**src/rtl/alu_seq_pkg.sv**
```systemverilog
// Shared opcode and FSM state definitions for the sequential ALU.
package alu_seq_pkg;

  typedef enum logic [3:0] {
    OP_ADD = 4'd0,
    OP_SUB = 4'd1,
    OP_MUL = 4'd2,
    OP_DIV = 4'd3,
    OP_MOD = 4'd4,
    OP_XOR = 4'd5,
    OP_AND = 4'd6,
    OP_OR  = 4'd7,
    OP_SHR = 4'd8,
    OP_SHL = 4'd9
  } op_e;

  typedef enum logic [1:0] {
    IDLE = 2'd0,
    BUSY = 2'd1,
    DONE = 2'd2
  } state_e;

  // Opcodes at or above this value are rejected with err=1.
  localparam logic [3:0] OP_ILLEGAL_MIN = 4'd10;

  // True for the ops that need the iterative divider.
  function automatic logic is_div_op(input logic [3:0] op);
    return (op == OP_DIV) || (op == OP_MOD);
  endfunction

endpackage

```
**src/rtl/alu_seq_div.sv**
```systemverilog
// Restoring divider: one quotient bit per cycle, WIDTH cycles after i_start.
// o_done_c pulses on the final iteration cycle with o_quo_c/o_rem_c holding
// the finished values, so the caller can register them on that same edge.
module alu_seq_div
  import alu_seq_pkg::*;
#(
  parameter int unsigned WIDTH = 32
) (
  input  logic             clk,
  input  logic             rst,
  input  logic             i_start,
  input  logic [WIDTH-1:0] i_a,
  input  logic [WIDTH-1:0] i_b,
  output logic             o_busy,
  output logic             o_done_c,
  output logic [WIDTH-1:0] o_quo_c,
  output logic [WIDTH-1:0] o_rem_c
);

  localparam int unsigned CNT_W = $clog2(WIDTH);

  logic [WIDTH-1:0] r_rem;
  logic [WIDTH-1:0] r_quo;
  logic [WIDTH-1:0] r_div;
  logic [CNT_W-1:0] r_cnt;
  logic             r_busy;

  logic [WIDTH:0]   w_shift;
  logic [WIDTH-1:0] w_diff;
  logic             w_ge;
  logic [WIDTH-1:0] w_rem_nxt;
  logic [WIDTH-1:0] w_quo_nxt;
  logic             w_last;

  // One restoring step: shift in the next dividend bit, subtract if it fits.
  always_comb begin
    w_shift   = {r_rem, r_quo[WIDTH-1]};
    w_ge      = (w_shift >= {1'b0, r_div});
    w_diff    = w_shift[WIDTH-1:0] - r_div;
    w_rem_nxt = w_ge ? w_diff : w_shift[WIDTH-1:0];
    w_quo_nxt = {r_quo[WIDTH-2:0], w_ge};
    w_last    = r_busy && (r_cnt == CNT_W'(WIDTH - 1));
  end

  // Iteration registers; quotient bits shift in where dividend bits shift out.
  always_ff @(posedge clk or posedge rst) begin
    if (rst) begin
      r_rem  <= '0;
      r_quo  <= '0;
      r_div  <= '0;
      r_cnt  <= '0;
      r_busy <= 1'b0;
    end else if (i_start) begin
      r_rem  <= '0;
      r_quo  <= i_a;
      r_div  <= i_b;
      r_cnt  <= '0;
      r_busy <= 1'b1;
    end else if (r_busy) begin
      r_rem <= w_rem_nxt;
      r_quo <= w_quo_nxt;
      r_cnt <= r_cnt + CNT_W'(1);
      if (w_last) begin
        r_busy <= 1'b0;
      end
    end
  end

  assign o_busy   = r_busy;
  assign o_done_c = w_last;
  assign o_quo_c  = w_quo_nxt;
  assign o_rem_c  = w_rem_nxt;

endmodule

```
**src/rtl/alu_seq_unit.sv**
```systemverilog
// Sequential ALU: one opcode-selected op per valid/ready transaction.
// Single-cycle ops complete on the accept edge; DIV/MOD with a non-zero
// divisor run through an iterative divider when ALU_DIV_EN is defined.
// Without ALU_DIV_EN the divider and BUSY path are not built and DIV/MOD
// return 0 with err=1 in one cycle.
module alu_seq_unit
  import alu_seq_pkg::*;
#(
  parameter int unsigned WIDTH   = 32,
  parameter int unsigned SH_BITS = $clog2(WIDTH)
) (
  input  logic             clk,
  input  logic             rst,
  input  logic             in_valid,
  output logic             in_ready,
  input  logic [3:0]       in_op,
  input  logic [WIDTH-1:0] in_a,
  input  logic [WIDTH-1:0] in_b,
  output logic             out_valid,
  input  logic             out_ready,
  output logic [WIDTH-1:0] out_y,
  output logic             out_carry,
  output logic             out_err
);

  localparam int unsigned            SHC_W    = SH_BITS + 1;
  localparam logic [SHC_W-1:0]       SH_LIMIT = SHC_W'(WIDTH);

  state_e           r_state;
  state_e           w_state_nxt;
  logic             r_out_valid;
  logic [WIDTH-1:0] r_y;
  logic             r_carry;
  logic             r_err;

  logic             w_accept;
  logic             w_load;
  logic [WIDTH-1:0] w_ld_y;
  logic             w_ld_carry;
  logic             w_ld_err;

  logic [WIDTH:0]   w_sum;
  logic [WIDTH-1:0] w_mul;
  logic             w_sh_oor;
  logic [WIDTH-1:0] w_sc_y;
  logic             w_sc_carry;
  logic             w_sc_err;

`ifdef ALU_DIV_EN
  logic             w_div_start;
  logic             w_div_busy;
  logic             w_div_done;
  logic [WIDTH-1:0] w_div_quo;
  logic [WIDTH-1:0] w_div_rem;
  logic             r_is_mod;

  alu_seq_div #(
    .WIDTH (WIDTH)
  ) u_div (
    .clk      (clk),
    .rst      (rst),
    .i_start  (w_div_start),
    .i_a      (in_a),
    .i_b      (in_b),
    .o_busy   (w_div_busy),
    .o_done_c (w_div_done),
    .o_quo_c  (w_div_quo),
    .o_rem_c  (w_div_rem)
  );

  // Remember whether the running division should return the remainder.
  always_ff @(posedge clk or posedge rst) begin
    if (rst) begin
      r_is_mod <= 1'b0;
    end else if (w_div_start) begin
      r_is_mod <= (in_op == OP_MOD);
    end
  end
`endif

  assign in_ready = (r_state == IDLE) || ((r_state == DONE) && out_ready);
  assign w_accept = in_valid && in_ready;

  // Single-cycle datapath, including the divide-by-zero and disabled-divider results.
  always_comb begin
    w_sum      = {1'b0, in_a} + {1'b0, in_b};
    w_mul      = in_a * in_b;
    w_sh_oor   = (|in_b[WIDTH-1:SH_BITS]) || ({1'b0, in_b[SH_BITS-1:0]} >= SH_LIMIT);
    w_sc_y     = '0;
    w_sc_carry = 1'b0;
    w_sc_err   = 1'b0;
    if (in_op >= OP_ILLEGAL_MIN) begin
      w_sc_err = 1'b1;
    end else begin
      case (in_op)
        OP_ADD: begin
          w_sc_y     = w_sum[WIDTH-1:0];
          w_sc_carry = w_sum[WIDTH];
        end
        OP_SUB: begin
          w_sc_y     = in_a - in_b;
          w_sc_carry = (in_a < in_b);
        end
        OP_MUL: w_sc_y = w_mul;
        OP_DIV: begin
`ifdef ALU_DIV_EN
          w_sc_y = '1;
`endif
          w_sc_err = 1'b1;
        end
        OP_MOD: begin
`ifdef ALU_DIV_EN
          w_sc_y = in_a;
`endif
          w_sc_err = 1'b1;
        end
        OP_XOR: w_sc_y = in_a ^ in_b;
        OP_AND: w_sc_y = in_a & in_b;
        OP_OR:  w_sc_y = in_a | in_b;
        OP_SHR: w_sc_y = w_sh_oor ? '0 : (in_a >> in_b[SH_BITS-1:0]);
        OP_SHL: w_sc_y = w_sh_oor ? '0 : (in_a << in_b[SH_BITS-1:0]);
        default: w_sc_err = 1'b1;
      endcase
    end
  end

  // Next-state and result-load decisions.
  always_comb begin
    w_state_nxt = r_state;
    w_load      = 1'b0;
    w_ld_y      = w_sc_y;
    w_ld_carry  = w_sc_carry;
    w_ld_err    = w_sc_err;
`ifdef ALU_DIV_EN
    w_div_start = 1'b0;
`endif
    case (r_state)
      IDLE, DONE: begin
        if (w_accept) begin
`ifdef ALU_DIV_EN
          if (is_div_op(in_op) && (in_b != '0)) begin
            w_state_nxt = BUSY;
            w_div_start = 1'b1;
          end else
`endif
          begin
            w_state_nxt = DONE;
            w_load      = 1'b1;
          end
        end else if ((r_state == DONE) && out_ready) begin
          w_state_nxt = IDLE;
        end
      end
`ifdef ALU_DIV_EN
      BUSY: begin
        if (w_div_done) begin
          w_state_nxt = DONE;
          w_load      = 1'b1;
          w_ld_y      = r_is_mod ? w_div_rem : w_div_quo;
          w_ld_carry  = 1'b0;
          w_ld_err    = 1'b0;
        end else if (!w_div_busy) begin
          // Divider idle while BUSY: recover rather than wait forever.
          w_state_nxt = IDLE;
        end
      end
`endif
      default: w_state_nxt = IDLE;
    endcase
  end

  // FSM state register.
  always_ff @(posedge clk or posedge rst) begin
    if (rst) begin
      r_state <= IDLE;
    end else begin
      r_state <= w_state_nxt;
    end
  end

  // Output registers; the result only changes when a new one is loaded.
  always_ff @(posedge clk or posedge rst) begin
    if (rst) begin
      r_out_valid <= 1'b0;
      r_y         <= '0;
      r_carry     <= 1'b0;
      r_err       <= 1'b0;
    end else begin
      r_out_valid <= (w_state_nxt == DONE);
      if (w_load) begin
        r_y     <= w_ld_y;
        r_carry <= w_ld_carry;
        r_err   <= w_ld_err;
      end
    end
  end

  assign out_valid = r_out_valid;
  assign out_y     = r_y;
  assign out_carry = r_carry;
  assign out_err   = r_err;

endmodule

```
**config.mk**
```make
export PLATFORM = sky130hd
export DESIGN_NAME = alu_seq_unit
export DESIGN_NICKNAME = d
export VERILOG_FILES = /design/src/rtl/alu_seq_pkg.sv /design/src/rtl/alu_seq_div.sv /design/src/rtl/alu_seq_unit.sv
export SDC_FILE = /design/constraint.sdc
export NUM_CORES = 2
export LEC_CHECK = 0
export ABC_AREA = 1
export BUFFER_PORTS_ARGS = -buffer_cell sky130_fd_sc_hd__buf_2
export CAP_MARGIN = 15
export CORE_ASPECT_RATIO = 0.9
export CORE_MARGIN = 2
export CORE_UTILIZATION = 71
export CTS_CLUSTER_SIZE = 28
export DETAILED_ROUTE_END_ITERATION = 8
export HOLD_SLACK_MARGIN = 0.03
export PLACE_DENSITY = 0.9
export SYNTH_ARGS = -nofsm -noshare
export SYNTH_HDL_FRONTEND = slang
export SYNTH_SLANG_ARGS = --single-unit
```
**constraint.sdc**
```tcl
create_clock -name clk -period 3.1 [get_ports clk]
set_clock_uncertainty 0.15 [all_clocks]
set_input_delay 0 -clock clk [delete_from_list [all_inputs] [get_ports clk]]
set_output_delay 0 -clock clk [all_outputs]
set_load 0.005 [all_outputs]
```
==> results of run 1 <==
per-layer routing:
layer  global-route usage (%)  GRT overflow
met3                     78.4            59
met5                     57.0             9
met1                     85.3            40
met2                      101           489
met4                     86.3           208
cell usage after synthesis (11+ instances only):
library cell,n,area (um2)
buf_2,77,385
o21a_1,12,90.1
nand4_1,39,244
nor2_1,181,679
ha_1,220,2750
nand3_1,181,906
a21oi_1,201,1010
buf_1,35,131
a21oi_2,12,105
clkbuf_1,68,255
o211ai_1,25,188
a221oi_1,15,131
nor3_1,28,140
inv_1,956,3590
inv_2,34,128
dfrtp_1,37,926
o21ai_0,148,741
nand3b_1,11,82.6
buf_4,15,113
o21bai_1,11,82.6
nand2_2,15,93.8
fa_1,410,8210
nand2_1,1173,4400
buf_6,11,124
o21ai_1,122,611
metrics by stage:
step	util [%]	cells	TNS [ps]	setup slack, ps
after floorplan	-	4173	-70060	-3200
after global placement	83.6	5058	-82450	-3330
after detailed placement	83.6	5058	-88730	-3680
after CTS	88.1	5105	-71960	-3070
what timing repair did:
action                                 CTS
endpoints found under the hold margin   23
cloned                                   1
hold buffers                             6
setup endpoints to repair               29
pin swaps                              182
buffers inserted                        32
resized for setup                      330
kinds of logic after synthesis:
| logic type | count (synthesis) |
|---|---|
| flops | 37 |
| other cells | 1 |
| compound gates | 615 |
| mux | 8 |
| simple gates | 1665 |
| xor+xnor | 15 |
| buf+inv | 1202 |
| fa+ha+maj | 630 |
==> flow_summary.json, run 1 <==
{
  "firstError": "[ERROR GRT-0116] Global routing finished with congestion. Check the congestion regions in the DRC Viewer.",
  "synth_compound_area_share_pct": 12.9,
  "haltStage": "global routing (5_1_grt)",
  "synthAdderAreaFrac_pct": 40.2,
  "die_width_um": 210,
  "synthMuxAreaShare_pct": 0.294,
  "rows": 68,
  "die_h_um": 190,
  "cts_root_buf": "clkbuf_16",
  "cts_made_buffers": 5,
  "ios": 108,
  "grt_pass1_wl_um": 263000,
  "grt_pass1_vias": 41512,
  "cts_sinks": 37,
  "synth_xor_area_share_pct": 0.482,
  "netlist_area_um2": 27200,
  "status": "did not finish",
  "ys_ff_latch": 37,
  "netlist_instances": 4173,
  "syn_nets": 4875,
  "synth_seq_area_share_pct": 3.40,
  "async_reset_ff_share_pct": 100,
  "clk_path_buf_depth": 2,
  "place_area_um2": 31900,
  "grt_max_degree": 55,
  "yosys.area_share.simple_pct": 25.2,
  "synth_top_family_by_area": "adder cells",
  "io_buffers": 107,
  "place_hpwl_um": 99800,
  "start_util_pct": 71.5,
  "grt_usage_pct": 87.6,
  "grt.overflow.total": 805,
  "ys_types": 64,
  "gp_congestion": 1.34,
  "synth-edff-count": 0,
  "ys_warn_count": 0,
  "synth_flop_cell": "dfrtp_1",
  "syn_area_per_cell_um2": 6.53,
  "htree_levels": 2
}
==> run 2: changes to the inputs <==
--- a/config.mk
+++ b/config.mk
@@ -8,13 +8,10 @@
 export ABC_AREA = 1
 export BUFFER_PORTS_ARGS = -buffer_cell sky130_fd_sc_hd__buf_2
 export CAP_MARGIN = 15
-export CORE_ASPECT_RATIO = 0.9
 export CORE_MARGIN = 2
-export CORE_UTILIZATION = 71
-export CTS_CLUSTER_SIZE = 28
+export CORE_UTILIZATION = 40
 export DETAILED_ROUTE_END_ITERATION = 8
-export HOLD_SLACK_MARGIN = 0.03
-export PLACE_DENSITY = 0.9
+export PLACE_DENSITY_LB_ADDON = 0.15
 export SYNTH_ARGS = -nofsm -noshare
 export SYNTH_HDL_FRONTEND = slang
 export SYNTH_SLANG_ARGS = --single-unit
==> run 2 against run 1 <==
The flow now finishes, with violations (negative hold slack, negative setup slack). Synthesized area unchanged. Synthesized cell count unchanged.
==> flow_summary.json, run 2 <==
{
  "nets": 5522,
  "drv_slew": 0,
  "final_common_cell": "nand2_1",
  "drc": 0,
  "max_freq_mhz": 162,
  "rows": 95,
  "status": "finished with violations",
  "yosysMostFrequentCell": "nand2_1",
  "synth_seq_area_share_pct": 3.40,
  "design_area_um2": 36900,
  "die_h_um": 265,
  "syn_nets": 4875,
  "grt_pass1_vias": 29712,
  "r2r_setup_slack_ps": 1240,
  "via_per_inst": 5.23,
  "dp_cells": 5625,
  "criticalPathCategory": "primary input to register",
  "detail-route-antenna-nets": 0,
  "worst_slack_ps": -3060,
  "period_needed_ps": 6160,
  "ys_warn_count": 0,
  "io_buffers": 107,
  "netlist_instances": 4173,
  "cp.required_ps": 3150,
  "gp_congestion": 1.05,
  "start_util_pct": 40.5,
  "die_width_um": 265,
  "dieArea_um2": 70200,
  "synth_top_area_share_pct": 30.1,
  "synth_flop_cell": "dfrtp_1",
  "ys_ff_latch": 37,
  "cp.arrival_ps": 6210,
  "syn2layout_area_growth_pct": 35.3,
  "clk_latency_ps": 300,
  "layout_common_cells": "1121 x nand2_1, 887 x inv_1, 629 x buf_4, 366 x fa_1, 160 x a21oi_1",
  "cts_sinks": 37,
  "path_clk_slew_ps": 70,
  "routed_wl_um": 127000,
  "wire_per_inst_um": 22.3,
  "max_slew_margin_pct": 32.9,
  "ys_types": 64,
  "synth_top_area_cell": "fa_1",
  "syn_area_per_cell_um2": 6.53,
  "whs_ps": -7.77,
  "clk_path_buf_depth": 2,
  "grt_setup_unrepaired": "true",
  "place_hpwl_um": 108000,
  "startpoint_type": "primary input",
  "worstMarginPinSlew_ps": 1000,
  "synthTopCellsByCount": "1173 x nand2_1, 956 x inv_1, 410 x fa_1",
  "cts_root_buf": "clkbuf_16",
  "grt_max_degree": 67,
  "cts_tree": "built",
  "grt_antenna_before_repair": 5,
  "drt_iter0_drc": 3125,
  "htree_levels": 2,
  "rr_worst_depth": 10,
  "async_reset_ff_share_pct": 100,
  "hold_path.class": "primary input to register",
  "grt_usage_pct": 36.2,
  "grt.overflow.total": 0,
  "end_kind": "register",
  "grt_pass1_wl_um": 189000,
  "min_path_cells": 4,
  "netlist_area_um2": 27200,
  "post_route_cells_drive_above_1_share_pct": 27.1,
  "failed_checks": "negative hold slack, negative setup slack",
  "synth-edff-count": 0,
  "ys_top_cells_by_area": "fa_1 30%, nand2_1 16%, inv_1 13%",
  "cp_max_fo": 5,
  "maxCapViolCount": 0,
  "fp.coreArea_um2": 67300,
  "first_pass_iters": 8,
  "hold_violations": 1,
  "place_area_um2": 33700,
  "fillers": 6717,
  "vias": 29810,
  "period_share_pct": 199,
  "largest_reg_flops": 32,
  "post-route-util_pct": 54.8,
  "final-setup-viol-count": 28,
  "cts_made_buffers": 5,
  "fin_cells": 5695,
  "ios": 108
}
[run 2: cell counts after synthesis]
No cell type changed its count.
[run 2: cells by family after synthesis]
kind of cell / after synthesis / share of synthesized area [%]
buffers and inverters: 1202 / 17.5
other: 1 / 0.0138
flip-flops: 37 / 3.40
AND/OR/NAND/NOR: 1665 / 25.2
adder cells (fa/ha/maj): 630 / 40.2
AO/OA/AOI/OAI: 615 / 12.9
multiplexers: 8 / 0.294
XOR/XNOR: 15 / 0.482
[run 2: through the flow]
step / TNS, ps / setup WS (ps)
after floorplan: -70060 / -3200
after global placement: -89860 / -3750
after detailed placement: -90700 / -3830
after CTS: -70720 / -3070
after global routing: -74770 / -3260
final: -70760 / -3060
[run 2: layout make-up]
type                            count  area [um2]  area share [%]
Sequential cell                    37         926            2.51
Multi-Input combinational cell   2934       23700            64.2
Antenna cell                        1        2.50         0.00679
Tap cell                          873        1090            2.96
Clock inverter                      2        10.0          0.0271
Clock buffer                        6         129           0.350
Timing Repair Buffer              849        7310            19.8
Inverter                          993        3740            10.1
[run 2: worst max-delay path, stage by stage]
cell     delay (ps)
buf_6           100
buf_6           100
buf_6           100
buf_4           140
nand2_1          70
fa_1            500
inv_1            50
fa_1            490
fa_1            550
inv_1            50
fa_1            480
fa_1            510
fa_1            490
inv_1            50
fa_1            530
fa_1            550
ha_4            320
nand4_1         160
nor2_4          180
nand4_1         210
nand2_1         130
nand2_1          80
nand3_2         130
nand4_1         100
nand2_1          70
nand2_1          50
[run 2: path summary, 6_finish.rpt]
path	start	to
max	in_b[12]	out_y[30]
min	in_op[3]	out_y[0]
max reg2reg	r_state[1]	out_y[7]
min reg2reg	out_y[14]	out_y[14]
max in group asynchronous	rst	out_y[6]
min in group asynchronous	rst	out_y[5]
[run 2: per-layer routing]
metal	vias to the layer above	global-route usage, %	wire length, um
met2	1265	55.5	54800
met5	-	0	8
met4	2	11.5	4950
met3	166	5.66	11100
li1	13931	-	-
met1	14446	52.1	56500
[run 2: repair_timing]
action	in CTS	in global routing
setup buffers	38	21
hold endpoints to repair	17	0
pin swaps	147	199
gates cloned	3	3
endpoints found under the setup margin	30	33
hold buffers	5	0
resized for setup	410	239
Power of run 2 is left out: the tool's default activity adds up to more than one toggle a clock period on the data nets, which glitch-free logic cannot reach.
